===== src/rtl/uart_pkg.sv =====
// Shared types, constants and baud-divisor helper for the UART receive path.
// Divisors assume 8x oversampling of each bit.
package uart_pkg;

    localparam int unsigned CLK_HZ_DEFAULT    = 50_000_000;
    localparam int unsigned OVERSAMPLE        = 8;
    localparam int          DATA_BITS_DEFAULT = 8;

    localparam logic [2:0] MID_TICK  = 3'(OVERSAMPLE / 2 - 1);
    localparam logic [2:0] LAST_TICK = 3'(OVERSAMPLE - 1);

    localparam logic [31:0] DIV_2400  = 32'(CLK_HZ_DEFAULT / (OVERSAMPLE * 32'd2400));
    localparam logic [31:0] DIV_4800  = 32'(CLK_HZ_DEFAULT / (OVERSAMPLE * 32'd4800));
    localparam logic [31:0] DIV_9600  = 32'(CLK_HZ_DEFAULT / (OVERSAMPLE * 32'd9600));
    localparam logic [31:0] DIV_19200 = 32'(CLK_HZ_DEFAULT / (OVERSAMPLE * 32'd19200));

    typedef enum logic [2:0] {
        IDLE,
        START,
        DATA,
        STOP,
        BREAK
    } rx_state_t;

    function automatic logic [31:0] baud_div(input logic [1:0] sel,
                                             input int unsigned clk_hz = CLK_HZ_DEFAULT);
        case (sel)
            2'b00:   baud_div = clk_hz / (OVERSAMPLE * 32'd2400);
            2'b01:   baud_div = clk_hz / (OVERSAMPLE * 32'd4800);
            2'b10:   baud_div = clk_hz / (OVERSAMPLE * 32'd9600);
            default: baud_div = clk_hz / (OVERSAMPLE * 32'd19200);
        endcase
    endfunction

endpackage


===== src/rtl/uart_rx_sampler_if.sv =====
// Byte stream from the UART receiver to its consumer (valid/ready handshake).
interface uart_rx_sampler_if
    import uart_pkg::*;
#(
    parameter int DATA_BITS = DATA_BITS_DEFAULT
);

    logic [DATA_BITS-1:0] rx_data;
    logic                 rx_valid;
    logic                 rx_ready;

    modport master (
        output rx_data,
        output rx_valid,
        input  rx_ready
    );

    modport slave (
        input  rx_data,
        input  rx_valid,
        output rx_ready
    );

endinterface


===== src/rtl/uart_rx_tick_gen.sv =====
// Oversampling tick generator: latches the baud select while idle and
// emits a one-cycle tick every DIV sys_clk cycles.
module uart_rx_tick_gen
    import uart_pkg::*;
#(
    parameter int unsigned CLK_HZ = CLK_HZ_DEFAULT
)
(
    input  logic       sys_clk,
    input  logic       reset,
    input  logic [1:0] sel_baud,
    input  logic       load_sel,
    input  logic       restart,
    output logic       tick
);

    logic [1:0]  sel_q;
    logic [31:0] div_m1;
    logic [31:0] tick_cnt;

    assign div_m1 = baud_div(sel_q, CLK_HZ) - 32'd1;
    assign tick   = !restart && (tick_cnt == div_m1);

    // A frame keeps the rate it started with, even if sel_baud moves mid-frame.
    always_ff @(posedge sys_clk or negedge reset) begin
        if (!reset) begin
            sel_q <= 2'b00;
        end else if (load_sel) begin
            sel_q <= sel_baud;
        end
    end

    always_ff @(posedge sys_clk or negedge reset) begin
        if (!reset) begin
            tick_cnt <= '0;
        end else if (restart || tick) begin
            tick_cnt <= '0;
        end else begin
            tick_cnt <= tick_cnt + 32'd1;
        end
    end

endmodule


===== src/rtl/uart_rx_sampler.sv =====
// 8N1 UART receiver, 8x oversampled: synchronizer, framing FSM, shift register
// and a one-deep output register with framing/overrun reporting.
module uart_rx_sampler
    import uart_pkg::*;
#(
    parameter int unsigned CLK_HZ    = CLK_HZ_DEFAULT,
    parameter int          DATA_BITS = DATA_BITS_DEFAULT
)
(
    input  logic               sys_clk,
    input  logic               reset,
    input  logic [1:0]         sel_baud,
    input  logic               rxd,
    input  logic               clr_err,
    uart_rx_sampler_if.master  rx_if,
    output logic               frame_err,
    output logic               overrun,
    output logic               busy
);

    localparam int BIT_W = (DATA_BITS > 1) ? $clog2(DATA_BITS) : 1;

    logic                 sync_1;
    logic                 rxd_s;
    rx_state_t            state;
    rx_state_t            state_next;
    logic [2:0]           samp_cnt;
    logic [2:0]           samp_cnt_next;
    logic [BIT_W-1:0]     bit_cnt;
    logic [BIT_W-1:0]     bit_cnt_next;
    logic [DATA_BITS-1:0] shreg;
    logic [DATA_BITS-1:0] rx_data_q;
    logic                 rx_valid_q;
    logic                 shift_en;
    logic                 stop_sample;
    logic                 in_idle;
    logic                 tick;
    logic                 accept;

    // Two-flop synchronizer; resets to the idle (high) line level.
    always_ff @(posedge sys_clk or negedge reset) begin
        if (!reset) begin
            sync_1 <= 1'b1;
            rxd_s  <= 1'b1;
        end else begin
            sync_1 <= rxd;
            rxd_s  <= sync_1;
        end
    end

    assign in_idle = (state == IDLE);

    uart_rx_tick_gen #(
        .CLK_HZ (CLK_HZ)
    ) u_tick_gen (
        .sys_clk  (sys_clk),
        .reset    (reset),
        .sel_baud (sel_baud),
        .load_sel (in_idle),
        .restart  (in_idle),
        .tick     (tick)
    );

    always_ff @(posedge sys_clk or negedge reset) begin
        if (!reset) begin
            state    <= IDLE;
            samp_cnt <= '0;
            bit_cnt  <= '0;
        end else begin
            state    <= state_next;
            samp_cnt <= samp_cnt_next;
            bit_cnt  <= bit_cnt_next;
        end
    end

    // Start bit is checked mid-bit, after which every 8th tick lands mid-bit.
    always_comb begin
        state_next    = state;
        samp_cnt_next = samp_cnt;
        bit_cnt_next  = bit_cnt;
        shift_en      = 1'b0;
        stop_sample   = 1'b0;
        case (state)
            IDLE: begin
                samp_cnt_next = '0;
                bit_cnt_next  = '0;
                if (!rxd_s) begin
                    state_next = START;
                end
            end
            START: begin
                if (tick) begin
                    if (samp_cnt == MID_TICK) begin
                        samp_cnt_next = '0;
                        bit_cnt_next  = '0;
                        state_next    = rxd_s ? IDLE : DATA;
                    end else begin
                        samp_cnt_next = samp_cnt + 3'd1;
                    end
                end
            end
            DATA: begin
                if (tick) begin
                    samp_cnt_next = samp_cnt + 3'd1;
                    if (samp_cnt == LAST_TICK) begin
                        shift_en     = 1'b1;
                        bit_cnt_next = bit_cnt + 1'b1;
                        if (bit_cnt == BIT_W'(DATA_BITS - 1)) begin
                            state_next = STOP;
                        end
                    end
                end
            end
            STOP: begin
                if (tick) begin
                    samp_cnt_next = samp_cnt + 3'd1;
                    if (samp_cnt == LAST_TICK) begin
                        stop_sample = 1'b1;
                        state_next  = rxd_s ? IDLE : BREAK;
                    end
                end
            end
            BREAK: begin
                if (rxd_s) begin
                    state_next = IDLE;
                end
            end
            default: state_next = IDLE;
        endcase
    end

    always_ff @(posedge sys_clk or negedge reset) begin
        if (!reset) begin
            shreg <= '0;
        end else if (shift_en) begin
            shreg <= {rxd_s, shreg[DATA_BITS-1:1]};
        end
    end

    assign accept = rx_valid_q && rx_if.rx_ready;

    // A byte accepted in the same cycle frees the slot for the new one;
    // error sets take priority over clr_err.
    always_ff @(posedge sys_clk or negedge reset) begin
        if (!reset) begin
            rx_data_q  <= '0;
            rx_valid_q <= 1'b0;
            frame_err  <= 1'b0;
            overrun    <= 1'b0;
        end else begin
            if (stop_sample && (!rx_valid_q || rx_if.rx_ready)) begin
                rx_data_q  <= shreg;
                rx_valid_q <= 1'b1;
            end else if (accept) begin
                rx_valid_q <= 1'b0;
            end

            if (stop_sample && !rxd_s) begin
                frame_err <= 1'b1;
            end else if (clr_err) begin
                frame_err <= 1'b0;
            end

            if (stop_sample && rx_valid_q && !rx_if.rx_ready) begin
                overrun <= 1'b1;
            end else if (clr_err) begin
                overrun <= 1'b0;
            end
        end
    end

    assign rx_if.rx_data  = rx_data_q;
    assign rx_if.rx_valid = rx_valid_q;
    assign busy           = !in_idle;

endmodule


===== src/flat_wrapper.sv =====
// flat-port wrapper written by rule: the top's interface ports become plain ports
module uart_rx_sampler_flat import uart_pkg::*;
#(
    parameter int unsigned CLK_HZ    = CLK_HZ_DEFAULT,
    parameter int          DATA_BITS = DATA_BITS_DEFAULT
)
  (sys_clk, reset, sel_baud, rxd, clr_err, frame_err, overrun, busy, rx_if_rx_data, rx_if_rx_valid, rx_if_rx_ready);
  uart_rx_sampler_if #(.DATA_BITS(DATA_BITS)) rx_if_i ();
  input  logic sys_clk;
  input  logic reset;
  input  logic [1:0] sel_baud;
  input  logic rxd;
  input  logic clr_err;
  output logic frame_err;
  output logic overrun;
  output logic busy;
  output wire logic [$bits(rx_if_i.rx_data)-1:0] rx_if_rx_data;
  output wire logic [$bits(rx_if_i.rx_valid)-1:0] rx_if_rx_valid;
  input wire logic [$bits(rx_if_i.rx_ready)-1:0] rx_if_rx_ready;
  assign rx_if_rx_data = rx_if_i.rx_data;
  assign rx_if_rx_valid = rx_if_i.rx_valid;
  assign rx_if_i.rx_ready = rx_if_rx_ready;
  uart_rx_sampler #(.CLK_HZ(CLK_HZ), .DATA_BITS(DATA_BITS)) u_core (.sys_clk(sys_clk), .reset(reset), .sel_baud(sel_baud), .rxd(rxd), .clr_err(clr_err), .rx_if(rx_if_i), .frame_err(frame_err), .overrun(overrun), .busy(busy));
endmodule

===== config.mk =====
export PLATFORM = sky130hd
export DESIGN_NAME = uart_rx_sampler_flat
export DESIGN_NICKNAME = d
export VERILOG_FILES = /design/src/rtl/uart_pkg.sv /design/src/rtl/uart_rx_sampler_if.sv /design/src/rtl/uart_rx_tick_gen.sv /design/src/rtl/uart_rx_sampler.sv /design/src/flat_wrapper.sv
export SDC_FILE = /design/constraint.sdc
export NUM_CORES = 1
export LEC_CHECK = 0
export BUFFER_PORTS_ARGS = -buffer_cell sky130_fd_sc_hd__buf_2
export CAP_MARGIN = 10
export CORE_MARGIN = 3
export CORE_UTILIZATION = 50
export CTS_BUF_LIST = sky130_fd_sc_hd__clkbuf_4 sky130_fd_sc_hd__clkbuf_8
export DETAILED_ROUTE_END_ITERATION = 12
export PLACE_DENSITY = 0.72
export SLEW_MARGIN = 20
export SYNTH_ARGS = -nofsm -noshare
export SYNTH_HDL_FRONTEND = slang
export SYNTH_SLANG_ARGS = --single-unit

===== constraint.sdc =====
create_clock -name sys_clk -period 4.8 [get_ports sys_clk]
set_input_delay 0.48 -clock sys_clk [delete_from_list [all_inputs] [get_ports sys_clk]]
set_output_delay 0.48 -clock sys_clk [all_outputs]
set_load 0.01 [all_outputs]

# Word level (Yosys, flattened, before mapping)
# Cells that the tools add are included.
# W data, S select, Z words.
# classes
n_addsub	4
n_eq_ne	20
muxes	32
n_reduce_logical	23
# op_table
cell	n
$mux W3	17
$pmux W12 S3	1
$add A32 B1 Y32 const B	1
$eq A32 B32 Y1	1
$mux W32	1
$pmux W3 S3	2
$pmux W3 S5	1
$sub A12 B1 Y13 const B	1
$ne A2 B1 Y1 const B	6
$eq A3 B2 Y1 const B	3
$eq A3 B3 Y1 const B	3
$mux W1	9
$reduce_and A9 Y1	1
$ne A2 B2 Y1 const B	4
$add A3 B1 Y3 const B	2
$logic_and A1 B1 Y1	6
$reduce_bool A2 Y1	3
$reduce_bool A3 Y1	2
$reduce_and A5 Y1	1
$logic_not A1 Y1	4
$eq A3 B1 Y1 const B	1
$logic_not A3 Y1	1
$reduce_and A3 Y1	1
$eq A2 B1 Y1 const B	1
other kinds (5)	6
# word_totals
ff_bits	64
input_bits	7
wordCells	91

# Longest topological paths before layout
# Gate-level depths: netlist of run 1.
# depth
depth_word	10
mapped_depth	11

# Hierarchy
# A second synthesis of run 1 with hierarchy kept.
# hier_totals
cells_unflattened	323
hier_area_um2	3343.2
# by_module_without_submodules
module	n_inst	cells_each	area_per_inst_um2	seq_area_each_um2
uart_rx_tick_gen	1	216	1989.4	850.8
uart_rx_sampler	1	107	1353.8	753.2

# Worst setup path before layout of run 1
# Ideal clock, no wire load.
# synth_timing
kind	reg-to-reg
start	register u_core.u_tick_gen.sel_q[1]
end	register u_core.bit_cnt[0]
setup_time_ns	0.125
arrival_time_ns	2.471
setup_slack_ns	2.204
stages_incl_launch_ff	10
n_path_buf	1
synth_period_minus_slack_ns	2.596
path_cell_list	dfrtp_1 > inv_1 > ha_1 > or3_1 > a222oi_1 > and4_1 > buf_4 > nor2_2 > or4b_4 > mux2_4
# synth_via
elab_chain_len	7
elab_cells_between_ends	10
cone_classes	add/sub (1); eq/ne (5); mux (1); reduce/logical (3)
# synth_lines
element	line	source
start: declaration	uart_rx_tick_gen.sv:17	logic [1:0] sel_q;
start signal: assignment	uart_rx_tick_gen.sv:29	sel_q <= sel_baud;
$eq A2 B2 Y1 (tied with other cells)	uart_pkg.sv:27	case (sel)
$pmux W12 S3 (*)	uart_pkg.sv:27	
$sub A12 B1 Y13 (*)	uart_rx_tick_gen.sv:21	assign div_m1 = baud_div(sel_q, CLK_HZ) - 32'd1;
$eq A32 B32 Y1 (*)	uart_rx_tick_gen.sv:22	assign tick = !restart && (tick_cnt == div_m1);
$logic_and A1 B1 Y1 (*)	uart_rx_tick_gen.sv:22	
$ne A2 B2 Y1 (no source line)	n/a	
$reduce_and A5 Y1 (no source line) (*)	n/a	
end signal: assignment	uart_rx_sampler.sv:72	bit_cnt <= bit_cnt_next;
end: declaration	uart_rx_sampler.sv:29	logic [BIT_W-1:0] bit_cnt;
# Every way passes the cells marked *; elsewhere a longest branch is shown, timed or not.
# A chain may end at the register's enable or synchronous reset.

# Worst setup path in the final report of run 1
# layout_timing
start	register u_core.u_tick_gen.sel_q[1]
end	register u_core.samp_cnt[1]
# layout_via
elab_chain_len	7
elab_cells_between_ends	10
cone_classes	add/sub (1); eq/ne (5); mux (1); reduce/logical (3)
# layout_lines
element	line	source
$eq A2 B2 Y1 (tied with other cells)	uart_pkg.sv:27	
$pmux W12 S3 (*)	uart_pkg.sv:27	
$sub A12 B1 Y13 (*)	uart_rx_tick_gen.sv:21	
$eq A32 B32 Y1 (*)	uart_rx_tick_gen.sv:22	
$logic_and A1 B1 Y1 (*)	uart_rx_tick_gen.sv:22	
$ne A2 B1 Y1 (no source line) or $ne A2 B2 Y1 (tied branches)	n/a	
$reduce_and A3 Y1 (no source line) (*)	n/a	
end signal: assignment	uart_rx_sampler.sv:71	samp_cnt <= samp_cnt_next;
end: declaration	uart_rx_sampler.sv:27	logic [2:0] samp_cnt;
# Marked as above.

==> flow_summary.json, run 1 <==
{
  "crit_chain": "inv_1 -> ha_1 -> or3_1 -> a222oi_1 -> and4_1 -> or2_2 -> and2b_1 -> mux2_2",
  "ant_nets": 0,
  "tightest_slew_ns": 0.780,
  "yosysUniqueCellTypes": 41,
  "grt_pass1_wl_mm": 9.89,
  "cts_resized": 0,
  "critPathTopFamily": "simple AND/OR/NAND/NOR gates",
  "clockBufferDepth": 2,
  "grt-ovfl-total": 0,
  "nets": 359,
  "n_antenna_cell": 0,
  "post_cts_buffers": 0,
  "cts_tree": "done",
  "clock.fmax_ghz": 0.309,
  "powerDensity_nw_per_um2": 343,
  "synthCells": 322,
  "worstSetupStartpointType": "register",
  "clkTransAtPathRegs_ns": 0.07,
  "start_util_pct": 53.3,
  "ir_drop_uv": 198,
  "drv_cap": 0,
  "gp_congestion": 0.805,
  "dpl.cell_count": 402,
  "root_buffer": "clkbuf_8",
  "power_mw": 1.23,
  "final.fill_count": 507,
  "htree_levels": 3,
  "cp_max_fo": 33,
  "drtIter0Drc": 93,
  "via_count": 2250,
  "drcViolationCount": 0,
  "cts_buffers": 9,
  "hold_path_class": "input pin to register",
  "ys_seq_area_share_pct": 49.0,
  "drive_above_1_share_pct": 17.5,
  "cts_hold_buf": 0,
  "netlist_area_sq_um": 3270,
  "hold_ws_ns": 0.229,
  "critPathBufInv": 1,
  "layout_common_cells": "62 x dfrtp_1, 47 x nor2_1, 21 x nand2_1, 20 x xnor2_1",
  "grt_pass1_vias": 2172,
  "yosys_warnings": 0,
  "drt-pass1-iter-count": 4,
  "fin_setup_tns_ns": 0,
  "cts.sinks": 64,
  "synthArstFlopShare_pct": 100,
  "crit_arrival_ns": 3.47,
  "avgSynthCellArea_sq_um": 10.2,
  "skew_ns": 0.00576,
  "core-area_sq_um": 6130,
  "clk_latency_ns": 0.34,
  "criticalPathCategory": "register to register",
  "required_ns": 5.03,
  "wirelength_mm": 5.46,
  "syn_to_final_growth_pct": 9.98,
  "io_buffers": 18,
  "rows": 28,
  "syn-num-nets": 343,
  "drv_slew": 0,
  "synth_flop_cell": "dfrtp_1",
  "layoutNonFillerInstCount": 418,
  "min_period_ns": 3.24,
  "hpwlAfterDp_mm": 3.67,
  "end_kind": "register",
  "rsz0062_at_grt": "no",
  "grt_antenna_before_repair": 0,
  "boundaryPins": 19,
  "die_w_um": 86.9,
  "die_area_sq_um": 7550,
  "wl_per_cell_um": 13.1,
  "fp.dieH_um": 86.9,
  "outcome": "finished, final reports clean",
  "slowest_delay_ns": 0.57,
  "vias_per_cell": 5.38,
  "finalSetupViolCount": 0,
  "ys_ff_latch": 64,
  "mostFrequentLayoutCell": "dfrtp_1",
  "p_leak_nw": 1.73,
  "relSlewSlack_pct": 48.0,
  "grt.total_usage_pct": 16.8,
  "fin_crit_sh_pct": 67.5,
  "crit_path_top_delay_cell": "or2_2",
  "grt_max_degree": 65,
  "hold_viol": 0,
  "synth_edf_count": 0
}
## worst reg2reg max path, cell delays in order, from the launching register on
cell,delay (ns)
dfrtp_1,0.44
inv_1,0.14
ha_1,0.24
or3_1,0.31
a222oi_1,0.37
and4_1,0.43
or2_2,0.57
and2b_1,0.28
mux2_2,0.35
## routing by layer
metal	wire length (um)	GRT usage (%)	part of all wire (%)	up-vias
met5	0	0	0	-
met1	2680	22.5	49	1085
met2	2520	25.4	46	28
li1	-	-	-	1129
met3	176	4.26	3.2	8
met4	93	8.22	1.7	0
## layout make-up
type	instances	area, sq um	share of cell area (%)
Clock buffer	9	124	3.44
Multi-Input combinational cell	231	1560	43.3
Tap cell	75	93.8	2.61
Clock inverter	7	72.6	2.02
Inverter	13	48.8	1.36
Timing Repair Buffer	19	97.6	2.71
Sequential cell	64	1600	44.6
## flip-flops by register name, indices dropped and copies added, names as in the netlist, 2 cells and up
name,flops
u_core.rx_if.rx_data,8
u_core.u_tick_gen.sel_q,2
u_core.samp_cnt,3
u_core.shreg,8
u_core.u_tick_gen.tick_cnt,32
u_core.bit_cnt,3
u_core.state,3
## synthesized netlist by cell type (7+ instances only)
| library cell | n | area (sq um) |
|---|---|---|
| inv_1 | 13 | 48.8 |
| o21ai_0 | 9 | 45.0 |
| xnor2_1 | 20 | 175 |
| xor2_1 | 16 | 140 |
| nand4_1 | 10 | 62.6 |
| nand3_1 | 14 | 70.1 |
| or3_1 | 8 | 50.1 |
| nor2_1 | 47 | 176 |
| dfrtp_1 | 62 | 1550 |
| clkbuf_1 | 8 | 30.0 |
| mux2_2 | 18 | 203 |
| nand2_1 | 21 | 78.8 |
| a21oi_1 | 7 | 35.0 |
| ha_1 | 14 | 175 |
## power breakdown
part	total (mW)	switching (mW)	internal, mW
clock	0.456	0.217	0.239
combinational	0.141	0.0687	0.0725
sequential	0.635	0.0565	0.579
## worst paths after layout
| path | slack (ns) | cells after the start | to | startpoint |
|---|---|---|---|---|
| max in group asynchronous | 3.98 | 2 | u_core.u_tick_gen.tick_cnt[14]$_DFF_PN0_ | reset |
| worst min register to register | 0.37 | 0 | u_core.rxd_s$_DFF_PN1_ | u_core.sync_1$_DFF_PN1_ |
| worst min-delay path | 0.23 | 1 | u_core.sync_1$_DFF_PN1_ | rxd |
| worst max register to register | 1.56 | 8 | u_core.samp_cnt[1]$_DFFE_PN0P_ | u_core.u_tick_gen.sel_q[1]$_DFFE_PN0P_ |
| min in group asynchronous | 0.29 | 2 | u_core.u_tick_gen.tick_cnt[16]$_DFF_PN0_ | reset |
| worst max-delay path | 1.56 | 8 | u_core.samp_cnt[1]$_DFFE_PN0P_ | u_core.u_tick_gen.sel_q[1]$_DFFE_PN0P_ |
## stage by stage
step / instance area (sq um) / setup slack, ns / util [%]
finish: 3600 / 1.56 / 58.7
global route: 3600 / 1.36 / 58.7
CTS: 3600 / 1.54 / 58.7
detailed placement: 3400 / 1.55 / 55.5
global placement: 3400 / 1.66 / 55.5
floorplan: 3270 / 2.20 / -
## cells by family after synthesis
| family | after synthesis | share of synthesized area (%) |
|---|---|---|
| buf+inv | 27 | 3.37 |
| compound gates | 29 | 5.47 |
| flops | 64 | 49.0 |
| fa+ha+maj | 14 | 5.36 |
| mux | 20 | 6.96 |
| simple gates | 132 | 20.2 |
| xor+xnor | 36 | 9.64 |
Power figures use the tool's default switching activity.
==> run 2: changes to the inputs <==
==> constraint.sdc (replaced) <==
create_clock -name sys_clk -period 3.1 [get_ports sys_clk]
set_input_delay 0.31 -clock sys_clk [delete_from_list [all_inputs] [get_ports sys_clk]]
set_output_delay 0.31 -clock sys_clk [all_outputs]
set_load 0.01 [all_outputs]
==> run 2 against run 1 <==
Net effect: the run now ends with negative hold slack left; flip-flop and latch count did not move; die area unchanged; non-clock buffer count rose by 2; routed wire length grew 2.2%; clock power up 55%; register-to-register slack worse by 1.3 ns; total power rose by 55%; worst hold slack lost 0.23 ns; clock-buffer cell count is 2 higher; largest cell class unchanged.
==> flow_summary.json, run 2 (same netlist as run 1, synthesis figures left out) <==
{
  "gp_congestion": 0.752,
  "rsz0062_at_grt": "no",
  "post_cts_buffers": 0,
  "grt_pass1_wl_mm": 9.47,
  "core-area_sq_um": 6130,
  "cts_buffers": 9,
  "criticalPathCategory": "register to register",
  "worstSetupStartpointType": "register",
  "dpl_worst_slack_ns": 0.224,
  "tightest_slew_ns": 0.664,
  "cp_max_fo": 9,
  "layout_common_cells": "62 x dfrtp_1, 47 x nor2_1, 21 x nand2_1, 20 x xnor2_1",
  "n_antenna_cell": 0,
  "skew_ns": 0.00611,
  "hold_path_class": "input pin to async pin",
  "violations": "negative hold slack",
  "clk_latency_ns": 0.34,
  "clockBufferDepth": 2,
  "crit_arrival_ns": 3.04,
  "hpwlAfterDp_mm": 3.89,
  "grt_pass1_vias": 2124,
  "cts.sinks": 64,
  "switching_share_pct": 26.8,
  "grt.total_usage_pct": 15.9,
  "htree_levels": 3,
  "finalWorstSetupSlack_ns": 0.279,
  "crit_path_top_delay_cell": "dfrtp_1",
  "relSlewSlack_pct": 55.8,
  "fin_crit_sh_pct": 91.0,
  "hold_ws_ns": -0.00154,
  "grt-ovfl-total": 0,
  "largest_register_ffs": 32,
  "ir_drop_uv": 351,
  "internal-power_mw": 1.40,
  "critPathTopFamily": "simple AND/OR/NAND/NOR gates",
  "outcome": "finished with violations",
  "clkTransAtPathRegs_ns": 0.07,
  "grt_max_degree": 33,
  "hold_viol": 4,
  "start_util_pct": 53.3,
  "via_count": 2305,
  "pwr-share-clk_pct": 37.1,
  "ant_nets": 0,
  "slowest_delay_ns": 0.45,
  "io_buffers": 18,
  "drv_cap": 0,
  "required_ns": 3.32,
  "syn_to_final_growth_pct": 10.5,
  "grt_antenna_before_repair": 0,
  "cts_tree": "done",
  "die_w_um": 86.9,
  "end_kind": "register",
  "p_switching_mw": 0.512,
  "drive_above_1_share_pct": 18.3,
  "wirelength_mm": 5.58,
  "clock.fmax_ghz": 0.354,
  "fin_setup_tns_ns": 0,
  "pwr-share-comb_pct": 11.6,
  "largest-register": "u_core.u_tick_gen.tick_cnt",
  "critPathBufInv": 1,
  "boundaryPins": 19,
  "finalSetupViolCount": 0,
  "drtIter0Drc": 90,
  "mostFrequentLayoutCell": "dfrtp_1",
  "powerDensity_nw_per_um2": 528,
  "wl_per_cell_um": 13.3,
  "drcViolationCount": 0,
  "root_buffer": "clkbuf_8",
  "power_mw": 1.91,
  "p_leak_nw": 1.74,
  "seqPwrFrac_pct": 51.4,
  "drt-pass1-iter-count": 4,
  "crit_chain": "inv_1 -> ha_1 -> or3_1 -> a222oi_1 -> and4_2 -> nand4_2 -> nand2b_1 -> mux2_2",
  "min_period_ns": 2.82,
  "die_area_sq_um": 7550,
  "nets": 361,
  "vias_per_cell": 5.49,
  "fp.dieH_um": 86.9,
  "rows": 28,
  "drv_slew": 0
}
## run 2: changes by cell type in the layout (fill, tap and decap cells not counted)
cell	previous run	this run
buf_4	1	3
clkinv_4	2	0
and4_1	3	2
clkbuf_4	0	2
clkinv_2	2	1
clkinvlp_4	2	3
and4_2	0	1
## run 2: stage by stage
step / hold WS (ns) / cell area (sq um) / utilization, % / std cells
after global placement: 0.346 / 3420 / 55.7 / 404
final: -0.00154 / 3610 / 58.9 / 420
after floorplan: 0.0144 / 3270 / - / 322
after global routing: 0.0364 / 3610 / 58.9 / 420
after detailed placement: 0.347 / 3420 / 55.7 / 404
after CTS: 0.00525 / 3610 / 58.9 / 420
## run 2: final timing paths
| check | from | endpoint | slack (ns) | cells past startpoint |
|---|---|---|---|---|
| worst max register to register | u_core.u_tick_gen.sel_q[1]$_DFFE_PN0P_ | u_core.rx_if.rx_data[4]$_DFFE_PN0P_ | 0.28 | 8 |
| min in group sys_clk | rxd | u_core.sync_1$_DFF_PN1_ | 0.07 | 1 |
| worst max-delay path | u_core.u_tick_gen.sel_q[1]$_DFFE_PN0P_ | u_core.rx_if.rx_data[4]$_DFFE_PN0P_ | 0.28 | 8 |
| max in group asynchronous | reset | u_core.sync_1$_DFF_PN1_ | 2.32 | 2 |
| worst min-delay path | reset | u_core.u_tick_gen.tick_cnt[24]$_DFF_PN0_ | -0.002 | 1 |
| worst min register to register | u_core.sync_1$_DFF_PN1_ | u_core.rxd_s$_DFF_PN1_ | 0.36 | 0 |
## run 2: cell type report
cell class / count / area [sq um]
inverter: 13 / 48.8
sequential: 64 / 1600
fill: 517 / 2520
tap: 75 / 93.8
clock inverter: 5 / 57.6
timing repair buffer: 21 / 113
multi-input combinational: 231 / 1560
clock buffer: 11 / 139
## run 2: routing by layer
| layer | share of wire (%) | GRT usage [%] | up-vias |
|---|---|---|---|
| li1 | - | - | 1132 |
| met1 | 47 | 21.5 | 1117 |
| met2 | 48 | 24.6 | 47 |
| met3 | 4.4 | 4.64 | 9 |
| met4 | 0.88 | 5.10 | 0 |
| met5 | 0 | 0 | - |
## run 2: power groups by stage
stage | clock network (mW) | logic (mW) | registers, mW
2_1_floorplan | 0 | 0.190 | 0.962
3_3_place_gp | 0 | 0.216 | 0.993
6_report | 0.708 | 0.221 | 0.981
4_1_cts | 0.735 | 0.223 | 0.979
5_1_grt | 0.765 | 0.252 | 0.990
3_5_place_dp | 0 | 0.222 | 0.994
## run 2: worst reg2reg max path: stages (launching register included)
cell and delay (ns):
dfrtp_1 0.45, inv_1 0.14, ha_1 0.23, or3_1 0.31
a222oi_1 0.31, and4_2 0.39, nand4_2 0.18, nand2b_1 0.36
mux2_2 0.34
## run 2: what timing repair did
item,in CTS,in global routing
gates resized for setup,0,1
endpoints found under the setup margin,0,8
hold endpoints to repair,0,0
hold buffers,0,0
==> run 3: changes to the inputs <==
--- a/config.mk
+++ b/config.mk
@@ -12,7 +12,8 @@
 export CTS_BUF_LIST = sky130_fd_sc_hd__clkbuf_4 sky130_fd_sc_hd__clkbuf_8
 export DETAILED_ROUTE_END_ITERATION = 12
 export PLACE_DENSITY = 0.72
-export SLEW_MARGIN = 20
+export SLEW_MARGIN = 5
 export SYNTH_ARGS = -nofsm -noshare
 export SYNTH_HDL_FRONTEND = slang
+export SYNTH_HIERARCHICAL = 1
 export SYNTH_SLANG_ARGS = --single-unit
==> run 3 against run 2 <==
Net effect: the flow now finishes without violations; clock skew up 0.0044 ns; flip-flop and latch count unchanged; worst hold slack better by 0.057 ns; via count up 4.9%; clock power up 15%; setup slack worse by 0.022 ns; clock-buffer cell count down 2; sequential share of layout area down 1.9 points; critical path depth up 3; largest power group unchanged; highest routed layer unchanged.
==> flow_summary.json, run 3 <==
{
  "hold_path_class": "input pin to register",
  "top_layer_used": "met4",
  "grt_antenna_before_repair": 0,
  "cp_max_fo": 10,
  "avgSynthCellArea_sq_um": 10.4,
  "cts_tree": "done",
  "fin_crit_sh_pct": 91.7,
  "whs_path_depth": 1,
  "yosysUniqueCellTypes": 51,
  "ys_seq_area_share_pct": 48.0,
  "wl_met2_mm": 2.99,
  "mostFrequentLayoutCell": "dfrtp_1",
  "htree_levels": 3,
  "fp.dieH_um": 87.8,
  "largest_register_ffs": 32,
  "crit_path_top_delay_cell": "dfrtp_1",
  "synthArstFlopShare_pct": 100,
  "crit_arrival_ns": 3.08,
  "fin_setup_tns_ns": 0,
  "drv_cap": 0,
  "clkTransAtPathRegs_ns": 0.08,
  "synth_edf_count": 0,
  "grt_pass1_vias": 2393,
  "ys_ff_latch": 64,
  "cts.sinks": 64,
  "syn_to_final_growth_pct": 13.0,
  "cp.depth": 11,
  "hpwlAfterDp_mm": 4.42,
  "end_kind": "register",
  "drv_slew": 0,
  "nets": 368,
  "finalWorstSetupSlack_ns": 0.257,
  "ir_drop_uv": 290,
  "powerDensity_nw_per_um2": 536,
  "finalSetupViolCount": 0,
  "root_buffer": "clkbuf_8",
  "drt-pass1-iter-count": 4,
  "yosys_warnings": 6,
  "grt_max_degree": 33,
  "synth.most_common_cell": "dfrtp_1",
  "wl_per_cell_um": 15.0,
  "synth_area_leaders": "dfrtp_1 46%, ha_1 5.2%, xnor2_1 5.2%",
  "skew_ns": 0.0105,
  "worstSetupStartpointType": "register",
  "drcViolationCount": 0,
  "synthCells": 323,
  "io_buffers": 18,
  "required_ns": 3.34,
  "grt-ovfl-total": 0,
  "fin_area_sq_um": 3780,
  "clk_latency_ns": 0.34,
  "min_period_ns": 2.84,
  "r2r_cells": 11,
  "grt.total_usage_pct": 18.7,
  "final.fill_count": 528,
  "rrSetupSlack_ns": 0.26,
  "rsz0062_at_grt": "no",
  "r2r_end": "u_core/shreg[3]$_DFFE_PN0P_",
  "critPathBufInv": 3,
  "clock.fmax_ghz": 0.352,
  "netlist_area_sq_um": 3340,
  "core-area_sq_um": 6420,
  "relSlewSlack_pct": 52.1,
  "tightest_slew_ns": 0.713,
  "hold_viol": 0,
  "crit_chain": "inv_1 -> ha_1 -> or3_1 -> a2111oi_4 -> nand4_1 -> nor2_1 -> buf_4 -> nand2b_4 -> nor3_4 -> buf_12 -> mux2_2",
  "met1Wirelength_mm": 3.20,
  "synth_commonest_cells": "62 x dfrtp_1, 43 x nor2_1, 20 x nand2_1, 20 x xnor2_1, 17 x nand3_1",
  "boundaryPins": 19,
  "via_count": 2418,
  "rows": 29,
  "placed_cell_area_sq_um": 3500,
  "synth_top_area_cell": "dfrtp_1",
  "ant_nets": 0,
  "p_leak_nw": 1.77,
  "wirelength_mm": 6.43,
  "outcome": "finished, final reports clean",
  "n_antenna_cell": 0,
  "vias_per_cell": 5.64,
  "layout_common_cells": "62 x dfrtp_1, 43 x nor2_1, 20 x nand2_1, 20 x xnor2_1, 18 x buf_2",
  "start_util_pct": 52.1,
  "critPathTopFamily": "simple AND/OR/NAND/NOR gates",
  "drtIter0Drc": 127,
  "r2r_start": "u_core/u_tick_gen/sel_q[1]$_DFFE_PN0P_",
  "synth_flop_cell": "dfrtp_1",
  "hold_start": "rxd",
  "clockBufferDepth": 2,
  "synth.top_cell.area_share_pct": 46.4,
  "gp_congestion": 0.863,
  "whs_endpoint": "u_core/sync_1$_DFF_PN1_",
  "dpl_worst_slack_ns": 0.138,
  "cts_buffers": 9,
  "met3_length_um": 124,
  "drive_above_1_share_pct": 18.5,
  "criticalPathCategory": "register to register",
  "die_area_sq_um": 7700,
  "syn-num-nets": 344,
  "grt_pass1_wl_mm": 11.3,
  "slowest_delay_ns": 0.45,
  "largest-register": "u_core/u_tick_gen/tick_cnt",
  "die_w_um": 87.8
}
## run 3: how the worst max path moves through the flow
stage / startpoint / endpoint / slack (ns)
2_1_floorplan: u_core/u_tick_gen/sel_q[1]$_DFFE_PN0P_ / u_core/shreg[0]$_DFFE_PN0P_ / 0.24
3_3_place_gp: u_core/u_tick_gen/sel_q[1]$_DFFE_PN0P_ / u_core/shreg[3]$_DFFE_PN0P_ / 0.19
3_5_place_dp: u_core/u_tick_gen/sel_q[1]$_DFFE_PN0P_ / u_core/shreg[3]$_DFFE_PN0P_ / 0.14
4_1_cts: u_core/u_tick_gen/sel_q[1]$_DFFE_PN0P_ / u_core/shreg[2]$_DFFE_PN0P_ / 0.1
5_1_grt: u_core/u_tick_gen/sel_q[1]$_DFFE_PN0P_ / u_core/rx_if.rx_data[0]$_DFFE_PN0P_ / 0.06
6_report: u_core/u_tick_gen/sel_q[1]$_DFFE_PN0P_ / u_core/shreg[3]$_DFFE_PN0P_ / 0.26
## run 3: final cells by class
| class | instances | area, sq um | share of cell area [%] |
|---|---|---|---|
| Multi-Input combinational cell | 232 | 1640 | 43.4 |
| Sequential cell | 64 | 1600 | 42.5 |
| Timing Repair Buffer | 24 | 150 | 3.97 |
| Clock buffer | 9 | 124 | 3.28 |
| Clock inverter | 7 | 103 | 2.72 |
| Tap cell | 77 | 96.3 | 2.55 |
| Inverter | 16 | 60.1 | 1.59 |
## run 3: logic make-up after synthesis
logic type	share of synthesized area, %
AND/OR/NAND/NOR	22.3
flip-flops	48.0
XOR/XNOR	9.17
AO/OA/AOI/OAI	6.10
buffers and inverters	3.48
multiplexers	5.69
adder cells (fa/ha/maj)	5.24
## run 3: timing repair
item / CTS / global route
setup endpoints to repair: 0 / 17
buffers inserted: 0 / 1
gates resized for setup: 0 / 3
hold endpoints to repair: 15 / 0
hold buffers: 1 / 0
## run 3: metal layers
metal	vias to the layer above	GRT usage (%)
met3	9	3.39
met1	1202	26.1
met2	30	29.0
met4	0	7.53
met5	-	0
li1	1177	-
## run 3: metrics by stage
| step | power (mW) | utilization, % | hold WS (ns) | std cells |
|---|---|---|---|---|
| floorplan | 1.13 | - | 0.0144 | 323 |
| global placement | 1.20 | 54.5 | 0.346 | 411 |
| detailed placement | 1.21 | 54.5 | 0.347 | 411 |
| CTS | 2.03 | 58.2 | 0.0459 | 428 |
| global route | 2.12 | 58.8 | 0.0510 | 429 |
| finish | 2.03 | 58.8 | 0.0559 | 429 |
## run 3: report_power, final
| part | internal, mW | switching, mW | total [mW] |
|---|---|---|---|
| clock network | 0.461 | 0.353 | 0.814 |
| logic | 0.105 | 0.123 | 0.228 |
| registers | 0.893 | 0.0919 | 0.985 |
